File: src/rtl/uart_pkg.sv
// Shared types and parity helper for the UART transceiver.
package uart_pkg;

  typedef enum logic [1:0] {
    PAR_NONE = 2'd0,
    PAR_ODD  = 2'd1,
    PAR_EVEN = 2'd2
  } parity_e;

  typedef enum logic [2:0] {
    RX_IDLE,
    RX_START,
    RX_DATA,
    RX_PARITY,
    RX_STOP
  } rx_state_e;

  typedef enum logic [2:0] {
    TX_IDLE,
    TX_START,
    TX_DATA,
    TX_PARITY,
    TX_STOP
  } tx_state_e;

  localparam int MAX_DATA_BITS = 9;

  // Narrower words are zero-extended by the caller; zeros do not change the XOR.
  function automatic logic parity_bit(input logic [MAX_DATA_BITS-1:0] data,
                                      input parity_e mode);
    logic p;
    p = ^data;
    case (mode)
      PAR_EVEN: parity_bit = p;
      PAR_ODD:  parity_bit = ~p;
      default:  parity_bit = 1'b0;
    endcase
  endfunction

endpackage

File: src/rtl/uart_fifo.sv
// Receive FIFO: push/pop in the same cycle is legal even when full or empty.
module uart_fifo
  import uart_pkg::*;
#(
  parameter int DATA_W = 8,
  parameter int DEPTH  = 4
) (
  input  logic              clk_i,
  input  logic              rst_n_i,
  input  logic              push,
  input  logic [DATA_W-1:0] push_data,
  input  logic              pop,
  output logic [DATA_W-1:0] head,
  output logic              empty,
  output logic              overflow
);

  localparam int PTR_W = (DEPTH > 1) ? $clog2(DEPTH) : 1;

  logic [DATA_W-1:0] mem [DEPTH];
  logic [PTR_W-1:0]  wr_ptr;
  logic [PTR_W-1:0]  rd_ptr;
  logic [PTR_W:0]    count;
  logic              full;
  logic              do_push;
  logic              do_pop;

  assign empty    = (count == '0);
  assign full     = (count == (PTR_W+1)'(DEPTH));
  assign do_pop   = pop && !empty;
  assign do_push  = push && (!full || do_pop);
  assign overflow = push && full && !do_pop;
  assign head     = mem[rd_ptr];

  always_ff @(posedge clk_i or negedge rst_n_i) begin
    if (!rst_n_i) begin
      wr_ptr <= '0;
      rd_ptr <= '0;
      count  <= '0;
      for (int i = 0; i < DEPTH; i++) mem[i] <= '0;
    end else begin
      if (do_push) begin
        mem[wr_ptr] <= push_data;
        wr_ptr      <= wr_ptr + PTR_W'(1);
      end
      if (do_pop) rd_ptr <= rd_ptr + PTR_W'(1);
      case ({do_push, do_pop})
        2'b10:   count <= count + (PTR_W+1)'(1);
        2'b01:   count <= count - (PTR_W+1)'(1);
        default: count <= count;
      endcase
    end
  end

endmodule

File: src/rtl/uart_xcvr.sv
// Full-duplex UART: synchronised RX FSM into a FIFO, valid/ready TX FSM.
//
// state  | meaning (RX and TX share names)
// IDLE   | line idle; TX accepts a word here
// START  | start bit (RX: wait to mid-bit and confirm low)
// DATA   | data bits, LSB first
// PARITY | optional parity bit
// STOP   | stop bit(s); RX leaves at mid stop bit
module uart_xcvr
  import uart_pkg::*;
#(
  parameter int CLKS_PER_BIT = 16,
  parameter int DATA_BITS    = 8,
  parameter int PARITY       = 0,
  parameter int STOP_BITS    = 1,
  parameter int FIFO_DEPTH   = 4
) (
  input  logic                 clk_i,
  input  logic                 rst_n_i,
  input  logic                 rx_i,
  output logic                 tx_o,
  input  logic [DATA_BITS-1:0] tx_data_i,
  input  logic                 tx_valid_i,
  output logic                 tx_ready_o,
  output logic [DATA_BITS-1:0] rx_data_o,
  output logic                 rx_valid_o,
  input  logic                 rx_ready_i,
  output logic [DATA_BITS-1:0] last_byte_o,
  input  logic                 clr_err_i,
  output logic                 parity_err_o,
  output logic                 frame_err_o,
  output logic                 overrun_o,
  output logic                 err_o
);

  localparam int CNT_W = $clog2(STOP_BITS * CLKS_PER_BIT) + 1;
  localparam logic [CNT_W-1:0] CNT_BIT  = CNT_W'(CLKS_PER_BIT - 1);
  localparam logic [CNT_W-1:0] CNT_HALF = CNT_W'(CLKS_PER_BIT / 2 - 1);
  localparam logic [CNT_W-1:0] CNT_STOP = CNT_W'(STOP_BITS * CLKS_PER_BIT - 1);
  localparam logic [3:0]       LAST_IDX = 4'(DATA_BITS - 1);
  localparam logic [1:0]       PAR_SEL  = PARITY[1:0];
  localparam parity_e          PAR_MODE = parity_e'(PAR_SEL);
  localparam bit               HAS_PAR  = (PARITY != 0);

  // ---------------- RX ----------------
  logic                 rx_q1, rx_s;
  rx_state_e            rx_state, rx_nxt;
  logic [CNT_W-1:0]     rx_cnt;
  logic [3:0]           rx_idx;
  logic [DATA_BITS-1:0] rx_shift;
  logic                 rx_par;
  logic                 rx_tick;
  logic                 frame_done, par_ok, rx_good, set_frame, set_par;
  logic                 fifo_empty, fifo_overflow, rx_pop;

  always_ff @(posedge clk_i or negedge rst_n_i) begin
    if (!rst_n_i) begin
      rx_q1 <= 1'b1;
      rx_s  <= 1'b1;
    end else begin
      rx_q1 <= rx_i;
      rx_s  <= rx_q1;
    end
  end

  assign rx_tick = (rx_cnt == '0);

  always_ff @(posedge clk_i or negedge rst_n_i) begin
    if (!rst_n_i) rx_state <= RX_IDLE;
    else          rx_state <= rx_nxt;
  end

  always_comb begin
    rx_nxt = rx_state;
    case (rx_state)
      RX_IDLE:   if (!rx_s) rx_nxt = RX_START;
      RX_START:  if (rx_tick) rx_nxt = rx_s ? RX_IDLE : RX_DATA;
      RX_DATA:   if (rx_tick && rx_idx == LAST_IDX) rx_nxt = HAS_PAR ? RX_PARITY : RX_STOP;
      RX_PARITY: if (rx_tick) rx_nxt = RX_STOP;
      RX_STOP:   if (rx_tick) rx_nxt = RX_IDLE;
      default:   rx_nxt = RX_IDLE;
    endcase
  end

  always_comb begin
    frame_done = (rx_state == RX_STOP) && rx_tick;
    par_ok     = !HAS_PAR || (rx_par == parity_bit(MAX_DATA_BITS'(rx_shift), PAR_MODE));
    rx_good    = frame_done && rx_s && par_ok;
    set_frame  = frame_done && !rx_s;
    set_par    = frame_done && !par_ok;
  end

  always_ff @(posedge clk_i or negedge rst_n_i) begin
    if (!rst_n_i) begin
      rx_cnt   <= '0;
      rx_idx   <= '0;
      rx_shift <= '0;
      rx_par   <= 1'b0;
    end else begin
      case (rx_state)
        RX_IDLE: rx_cnt <= CNT_HALF;
        RX_START: begin
          if (rx_tick) begin
            rx_cnt <= CNT_BIT;
            rx_idx <= '0;
          end else rx_cnt <= rx_cnt - CNT_W'(1);
        end
        RX_DATA: begin
          if (rx_tick) begin
            rx_shift <= {rx_s, rx_shift[DATA_BITS-1:1]};
            rx_idx   <= rx_idx + 4'(1);
            rx_cnt   <= CNT_BIT;
          end else rx_cnt <= rx_cnt - CNT_W'(1);
        end
        RX_PARITY: begin
          if (rx_tick) begin
            rx_par <= rx_s;
            rx_cnt <= CNT_BIT;
          end else rx_cnt <= rx_cnt - CNT_W'(1);
        end
        RX_STOP: if (!rx_tick) rx_cnt <= rx_cnt - CNT_W'(1);
        default: rx_cnt <= CNT_HALF;
      endcase
    end
  end

  // last_byte_o tracks every good frame, even one the full FIFO drops.
  always_ff @(posedge clk_i or negedge rst_n_i) begin
    if (!rst_n_i) last_byte_o <= '0;
    else if (rx_good) last_byte_o <= rx_shift;
  end

  assign rx_valid_o = !fifo_empty;
  assign rx_pop     = rx_valid_o && rx_ready_i;

  uart_fifo #(.DATA_W(DATA_BITS), .DEPTH(FIFO_DEPTH)) u_fifo (
    .clk_i     (clk_i),
    .rst_n_i   (rst_n_i),
    .push      (rx_good),
    .push_data (rx_shift),
    .pop       (rx_pop),
    .head      (rx_data_o),
    .empty     (fifo_empty),
    .overflow  (fifo_overflow)
  );

  // Set wins over a simultaneous clear.
  always_ff @(posedge clk_i or negedge rst_n_i) begin
    if (!rst_n_i) begin
      parity_err_o <= 1'b0;
      frame_err_o  <= 1'b0;
      overrun_o    <= 1'b0;
    end else begin
      parity_err_o <= set_par       | (parity_err_o & ~clr_err_i);
      frame_err_o  <= set_frame     | (frame_err_o  & ~clr_err_i);
      overrun_o    <= fifo_overflow | (overrun_o    & ~clr_err_i);
    end
  end

  assign err_o = parity_err_o | frame_err_o | overrun_o;

  // ---------------- TX ----------------
  tx_state_e            tx_state, tx_nxt;
  logic [CNT_W-1:0]     tx_cnt;
  logic [3:0]           tx_idx;
  logic [DATA_BITS-1:0] tx_shift;
  logic                 tx_par_bit;
  logic                 tx_tick;

  assign tx_tick = (tx_cnt == '0);

  always_ff @(posedge clk_i or negedge rst_n_i) begin
    if (!rst_n_i) tx_state <= TX_IDLE;
    else          tx_state <= tx_nxt;
  end

  always_comb begin
    tx_nxt = tx_state;
    case (tx_state)
      TX_IDLE:   if (tx_valid_i) tx_nxt = TX_START;
      TX_START:  if (tx_tick) tx_nxt = TX_DATA;
      TX_DATA:   if (tx_tick && tx_idx == LAST_IDX) tx_nxt = HAS_PAR ? TX_PARITY : TX_STOP;
      TX_PARITY: if (tx_tick) tx_nxt = TX_STOP;
      TX_STOP:   if (tx_tick) tx_nxt = TX_IDLE;
      default:   tx_nxt = TX_IDLE;
    endcase
  end

  always_comb begin
    tx_ready_o = (tx_state == TX_IDLE);
  end

  // tx_o is loaded alongside each state change so the line moves with the FSM.
  always_ff @(posedge clk_i or negedge rst_n_i) begin
    if (!rst_n_i) begin
      tx_o       <= 1'b1;
      tx_cnt     <= '0;
      tx_idx     <= '0;
      tx_shift   <= '0;
      tx_par_bit <= 1'b0;
    end else begin
      case (tx_state)
        TX_IDLE: begin
          if (tx_valid_i) begin
            tx_shift   <= tx_data_i;
            tx_par_bit <= parity_bit(MAX_DATA_BITS'(tx_data_i), PAR_MODE);
            tx_cnt     <= CNT_BIT;
            tx_idx     <= '0;
            tx_o       <= 1'b0;
          end
        end
        TX_START: begin
          if (tx_tick) begin
            tx_cnt   <= CNT_BIT;
            tx_o     <= tx_shift[0];
            tx_shift <= tx_shift >> 1;
          end else tx_cnt <= tx_cnt - CNT_W'(1);
        end
        TX_DATA: begin
          if (tx_tick) begin
            tx_idx <= tx_idx + 4'(1);
            tx_cnt <= CNT_BIT;
            if (tx_idx == LAST_IDX) begin
              if (HAS_PAR) tx_o <= tx_par_bit;
              else begin
                tx_o   <= 1'b1;
                tx_cnt <= CNT_STOP;
              end
            end else begin
              tx_o     <= tx_shift[0];
              tx_shift <= tx_shift >> 1;
            end
          end else tx_cnt <= tx_cnt - CNT_W'(1);
        end
        TX_PARITY: begin
          if (tx_tick) begin
            tx_cnt <= CNT_STOP;
            tx_o   <= 1'b1;
          end else tx_cnt <= tx_cnt - CNT_W'(1);
        end
        TX_STOP: if (!tx_tick) tx_cnt <= tx_cnt - CNT_W'(1);
        default: tx_o <= 1'b1;
      endcase
    end
  end

endmodule
File: config.mk
export PLATFORM = sky130hd
export DESIGN_NAME = uart_xcvr
export DESIGN_NICKNAME = d
export VERILOG_FILES = /design/src/rtl/uart_pkg.sv /design/src/rtl/uart_fifo.sv /design/src/rtl/uart_xcvr.sv
export SDC_FILE = /design/constraint.sdc
export NUM_CORES = 1
export LEC_CHECK = 0
export CORE_MARGIN = 2
export CORE_UTILIZATION = 37
export DETAILED_ROUTE_END_ITERATION = 12
export SYNTH_ARGS = -nofsm -noshare
export SYNTH_HDL_FRONTEND = slang
export SYNTH_SLANG_ARGS = --single-unit
File: constraint.sdc
create_clock -name clk_i -period 3 [get_ports clk_i]
set_input_delay 0.6 -clock clk_i [delete_from_list [all_inputs] [get_ports clk_i]]
set_output_delay 0.6 -clock clk_i [all_outputs]
set_load 0.02 [all_outputs]
==> results.json, run 1 <==
{
  "status": "finished, final reports clean",
  "finalSetupTns_ns": 0,
  "hp-class": "input port to asynchronous set/reset pin",
  "cts_tree": "done",
  "fp.dieH_um": 115,
  "fin_cells": 557,
  "wl_met3_um": 304,
  "endpoint_kind": "register",
  "cts_setup_buffers": 0,
  "min_period_ns": 2.67,
  "grt_pass1_wl_um": 14800,
  "clkLatencyLatePin_ns": 0.34,
  "clockRootBuffer": "clkbuf_16",
  "viasPerCell": 5.30,
  "post_cts_resized": 0,
  "hpwlAfterDp_um": 5760,
  "skew_ns": 0.00809,
  "place_congestion": 0.781,
  "ant_nets": 0,
  "yosysSeqAreaShare": 0.516,
  "wl_met1_um": 4040,
  "route.met2.wl_um": 4100,
  "ir_worst_vdd_mv": 0.367,
  "h-tree-depth": 3,
  "postSynthCellCount": 366,
  "r2r_start": "rx_cnt[0]",
  "postPlaceCellArea_mm2": 0.00505,
  "leakage_nw": 2.40,
  "cp_cell_sequence": "inv_1 -> ha_1 -> or4b_4 -> nor4b_4 -> buf_4 -> and2_1 -> mux2_2",
  "drt-initial-drc-count": 175,
  "synth_nets": 391,
  "drv_slew": 0,
  "areaGrowthSynthToFinish_pct": 18.6,
  "start_kind": "register",
  "ys_ff_latch": 93,
  "rrSetupSlack_ns": 0.33,
  "rows": 40,
  "dieArea_mm2": 0.0131,
  "grt_usage": 0.145,
  "synth_edf_count": 0,
  "path_buf_inv": 2,
  "cts_sinks": 93,
  "ys_types": 59,
  "slew-limit-headroom": 0.590,
  "slowest_delay_ns": 0.54,
  "drc_errors": 0,
  "antenna_found_initial": 0,
  "final_nets": 430,
  "start_util": 0.378,
  "fin_crit_sh": 0.891,
  "rsz0062_at_grt": "false",
  "syn_area_mm2": 0.00452,
  "final-setup-viol-count": 0,
  "top_layer_used": "met4",
  "worstRegToRegCells": 7,
  "finalInstanceArea_mm2": 0.00536,
  "dp_cells": 541,
  "vias": 2954,
  "r2r_end": "u_fifo.mem[12]",
  "io_pins": 37,
  "die_x_um": 115,
  "max_freq_mhz": 374,
  "cts_buffer_depth": 2,
  "critical-path-slowest-cell": "or4b_4",
  "path_delay_family": "simple AND/OR/NAND/NOR gates",
  "power_mw": 4.07,
  "drive_gt1_frac": 0.278,
  "hold_viol": 0,
  "powerDensity_mw_per_mm2": 759,
  "routed_wl_um": 8680,
  "arrival_ns": 2.90,
  "place.port_buffers": 36,
  "dr.pass1.iters": 4,
  "grt_max_degree": 59,
  "path_clk_slew_ns": 0.06,
  "synthFlopType": "dfrtp_1",
  "tightest_slew_ns": 0.613,
  "grt_pass1_vias": 2981,
  "grt_remaining_overflow": 0,
  "async_flop_share": 1.00,
  "cts_buffers": 9,
  "cp.required_ns": 3.23,
  "maxCapViolations": 0,
  "synth_area_per_cell_um2": 12.3,
  "worstSetupPathType": "register to register",
  "antennaDiodeCount": 0,
  "wl_per_cell_um": 15.6,
  "core_mm2": 0.0120,
  "ctsHoldBuffers": 0,
  "crit_fanout": 8,
  "synth_warnings": 0
}
==> layout by cell type (no fill, tap or decap), types with 6 or more instances in the layout <==
cell,instances
dfrtp_1,90
mux2_2,64
clkdlybuf4s50_1,35
nor2_1,26
o21ai_0,17
inv_1,14
nand2_1,13
nand3_1,11
a21oi_1,11
buf_4,11
ha_1,10
clkbuf_16,9
mux4_2,8
xnor2_1,6
a22o_1,6
==> metal layers <==
| layer | vias up | global-route usage |
|---|---|---|
| met5 | - | 0 |
| met4 | 0 | 0.0732 |
| met3 | 18 | 0.0334 |
| met2 | 47 | 0.227 |
| met1 | 1480 | 0.190 |
| li1 | 1409 | - |
==> how the worst max path moves through the flow <==
stage	from	endpoint	slack [ns]	cells past startpoint
CTS	rx_cnt[0]	u_fifo.mem[12]	0.29	7
floorplan	rx_cnt[0]	u_fifo.count[1]	0.50	9
finish	rx_cnt[0]	u_fifo.mem[12]	0.33	7
global route	rx_cnt[0]	u_fifo.mem[8]	0.13	7
global placement	rx_ready_i	u_fifo.mem[14]	0.35	7
detailed placement	rx_ready_i	u_fifo.mem[12]	0.29	7
==> where the power goes <==
group | leakage [nW] | switching, mW | internal, mW | total [mW]
Sequential | 1.21 | 0.281 | 1.48 | 1.76
Combinational | 1.04 | 0.554 | 0.591 | 1.14
Clock | 0.152 | 0.478 | 0.691 | 1.17
==> sequential cells by signal (all words and copies together), names as in the netlist <==
name,cells
u_fifo.mem,32
last_byte_o,8
rx_shift,8
tx_shift,8
rx_cnt,5
tx_cnt,5
rx_idx,4
tx_idx,4
rx_state,3
tx_state,3
u_fifo.count,3
u_fifo.rd_ptr,2
u_fifo.wr_ptr,2
frame_err_o,1
overrun_o,1
parity_err_o,1
rx_q1,1
rx_s,1
tx_o,1
==> through the flow <==
stage          hold WS (ns)  utilization  setup WS, ns
2_1_floorplan         0.304            -         0.502
6_report              0.216        0.448         0.327
3_3_place_gp          0.348        0.422         0.348
3_5_place_dp          0.347        0.422         0.291
4_1_cts               0.228        0.448         0.293
5_1_grt               0.246        0.448         0.134
==> Yosys cell counts, types with 4 or more instances <==
cell type / instances / area [µm²]
or3_1: 4 / 25.0
ha_1: 10 / 125
buf_6: 4 / 45.0
nor2_1: 26 / 97.6
nor3_1: 5 / 25.0
dfrtp_1: 90 / 2250
a22o_1: 6 / 52.6
nand3_1: 11 / 55.1
nand2_1: 13 / 48.8
xor2_1: 4 / 35.0
and2_1: 5 / 31.3
xnor2_1: 6 / 52.6
inv_1: 14 / 52.6
clkbuf_1: 12 / 45.0
a21oi_1: 11 / 55.1
mux2_2: 64 / 721
o21ai_0: 17 / 85.1
mux4_2: 8 / 180
==> area by class of cell <==
type | count | area [µm²]
inverters | 14 | 52.6
clock inverters | 5 | 56.3
flip-flops and latches | 93 | 2330
multi-input cells | 240 | 2030
clock buffers | 11 | 253
repair buffers | 47 | 453
fillers | 1088 | 6600
well taps | 147 | 184
==> worst reg2reg max path, stage by stage (launching register included) <==
cell and delay (ns):
dfrtp_1 0.41, inv_1 0.07, ha_1 0.23, or4b_4 0.54, nor4b_4 0.33, buf_4 0.19, and2_1 0.42, mux2_2 0.40
==> cell families after synthesis <==
| group | after synthesis | share of synthesized area |
|---|---|---|
| flip-flops | 93 | 0.516 |
| AO/OA/AOI/OAI | 57 | 0.0856 |
| multiplexers | 72 | 0.199 |
| buffers and inverters | 33 | 0.0346 |
| XOR/XNOR | 10 | 0.0194 |
| adder cells (fa/ha/maj) | 12 | 0.0343 |
| AND/OR/NAND/NOR | 89 | 0.111 |
Power figures use the tool's default switching activity.
==> inputs of run 2 (changes only) <==
--- a/config.mk
+++ b/config.mk
@@ -7,6 +7,7 @@
 export LEC_CHECK = 0
 export CORE_MARGIN = 2
 export CORE_UTILIZATION = 37
+export CTS_CLUSTER_DIAMETER = 120
 export DETAILED_ROUTE_END_ITERATION = 12
 export SYNTH_ARGS = -nofsm -noshare
 export SYNTH_HDL_FRONTEND = slang
==> results of run 2 <==
Final layout, timing and power as in run 1 (identical DEF).
==> inputs of run 3 (changes only) <==
--- a/config.mk
+++ b/config.mk
@@ -5,6 +5,7 @@
 export SDC_FILE = /design/constraint.sdc
 export NUM_CORES = 1
 export LEC_CHECK = 0
+export CORE_ASPECT_RATIO = 1.25
 export CORE_MARGIN = 2
 export CORE_UTILIZATION = 37
 export CTS_CLUSTER_DIAMETER = 120
==> results.json, run 3 (synthesis gave the netlist of run 1 again) <==
{
  "status": "finished, final reports clean",
  "skew_ns": 0.00704,
  "min_period_ns": 2.61,
  "grt_pass1_vias": 3054,
  "wl_per_cell_um": 15.6,
  "core_mm2": 0.0120,
  "r2r_end": "u_fifo.mem[24]",
  "drive_gt1_frac": 0.273,
  "grt_max_degree": 49,
  "finalSetupTns_ns": 0,
  "grt_remaining_overflow": 0,
  "ctsHoldBuffers": 0,
  "wl_met3_um": 259,
  "max_freq_mhz": 383,
  "ant_nets": 0,
  "rows": 45,
  "largest_reg_flops": 32,
  "seqCellArea_mm2": 0.00233,
  "path_clk_slew_ns": 0.06,
  "start_util": 0.375,
  "leakage_nw": 2.39,
  "worstRegToRegCells": 7,
  "vias": 2958,
  "place_congestion": 0.758,
  "slew-limit-headroom": 0.566,
  "top_layer_used": "met4",
  "rsz0062_at_grt": "false",
  "final_nets": 430,
  "rrSetupSlack_ns": 0.39,
  "dp_cells": 558,
  "tightest_slew_ns": 0.651,
  "final-setup-viol-count": 0,
  "hpwlAfterDp_um": 5890,
  "die_x_um": 103,
  "fillCellCount": 1150,
  "cts_buffer_depth": 2,
  "h-tree-depth": 3,
  "clkLatencyLatePin_ns": 0.34,
  "antennaDiodeCount": 0,
  "dr.pass1.iters": 4,
  "maxCapViolations": 0,
  "drv_slew": 0,
  "place.port_buffers": 36,
  "start_kind": "register",
  "crit_fanout": 8,
  "fp.dieH_um": 128,
  "hp-class": "input port to asynchronous set/reset pin",
  "grt_pass1_wl_um": 14900,
  "r2r_start": "rx_cnt[1]",
  "cts_sinks": 93,
  "route.met2.wl_um": 4620,
  "clockRootBuffer": "clkbuf_16",
  "mostFrequentLayoutCell": "dfrtp_1",
  "mostFrequentLayoutCells": "90 x dfrtp_1, 64 x mux2_2, 35 x clkdlybuf4s50_1",
  "viasPerCell": 5.15,
  "arrival_ns": 2.83,
  "areaGrowthSynthToFinish_pct": 18.6,
  "hold_viol": 0,
  "drc_errors": 0,
  "fin_cells": 574,
  "postPlaceCellArea_mm2": 0.00507,
  "io_pins": 37,
  "post_cts_resized": 0,
  "largest_register": "u_fifo.mem",
  "endpoint_kind": "register",
  "cts_buffers": 9,
  "ir_worst_vdd_mv": 0.339,
  "dieArea_mm2": 0.0131,
  "hold_slack_ns": 0.289,
  "cp.required_ns": 3.22,
  "wl_met1_um": 3920,
  "grt_usage": 0.147,
  "fin_util": 0.445,
  "routed_wl_um": 8950,
  "powerDensity_mw_per_mm2": 747,
  "multi_input_area_mm2": 0.00203,
  "cts_setup_buffers": 0,
  "finalInstanceArea_mm2": 0.00536,
  "fin_crit_sh": 0.871,
  "cts_tree": "done",
  "drt-initial-drc-count": 116,
  "antenna_found_initial": 0,
  "worstSetupPathType": "register to register"
}
run 3: layer usage:
layer  vias up  GRT usage
met5         -          0
met4         0     0.0681
met3        11     0.0246
li1       1398          -
met2        48      0.251
met1      1501      0.181
run 3: worst max-delay path, stage by stage, from the launching register on:
cell and delay [ns]:
dfrtp_1 0.38, inv_1 0.09, ha_1 0.21, or4b_4 0.53, nor4b_4 0.32, buf_4 0.19
and2_1 0.40, mux2_2 0.39
run 3: area by class of cell:
cell class,count,area share
Inverter,14,0.00981
Sequential cell,93,0.435
Tap cell,164,0.0383
Clock inverter,5,0.00981
Timing Repair Buffer,47,0.0845
Clock buffer,11,0.0434
Multi-Input combinational cell,240,0.379
run 3: how the worst max path moves through the flow:
stage          startpoint  slack (ns)  depth (start not counted)              end
2_1_floorplan   rx_cnt[0]        0.50                          9  u_fifo.count[1]
3_3_place_gp   rx_ready_i        0.34                         11  u_fifo.count[2]
3_5_place_dp   rx_ready_i        0.32                         11  u_fifo.count[2]
4_1_cts         rx_cnt[1]        0.36                          7   u_fifo.mem[30]
5_1_grt         rx_cnt[1]        0.29                          7   u_fifo.mem[13]
6_report        rx_cnt[1]        0.39                          7   u_fifo.mem[24]
run 3: report_power, final:
| part | leakage [nW] | switching (mW) | internal (mW) |
|---|---|---|---|
| clock | 0.139 | 0.462 | 0.642 |
| combinational | 1.04 | 0.558 | 0.589 |
| sequential | 1.21 | 0.278 | 1.48 |
| total | 2.39 | 1.30 | 2.71 |
run 3: metrics by stage:
stage                     power, mW  setup slack, ns
after floorplan                2.61            0.502
after global placement         2.89            0.341
after detailed placement       2.93            0.321
after CTS                      4.05            0.360
after global routing           4.27            0.286
final                          4.00            0.387
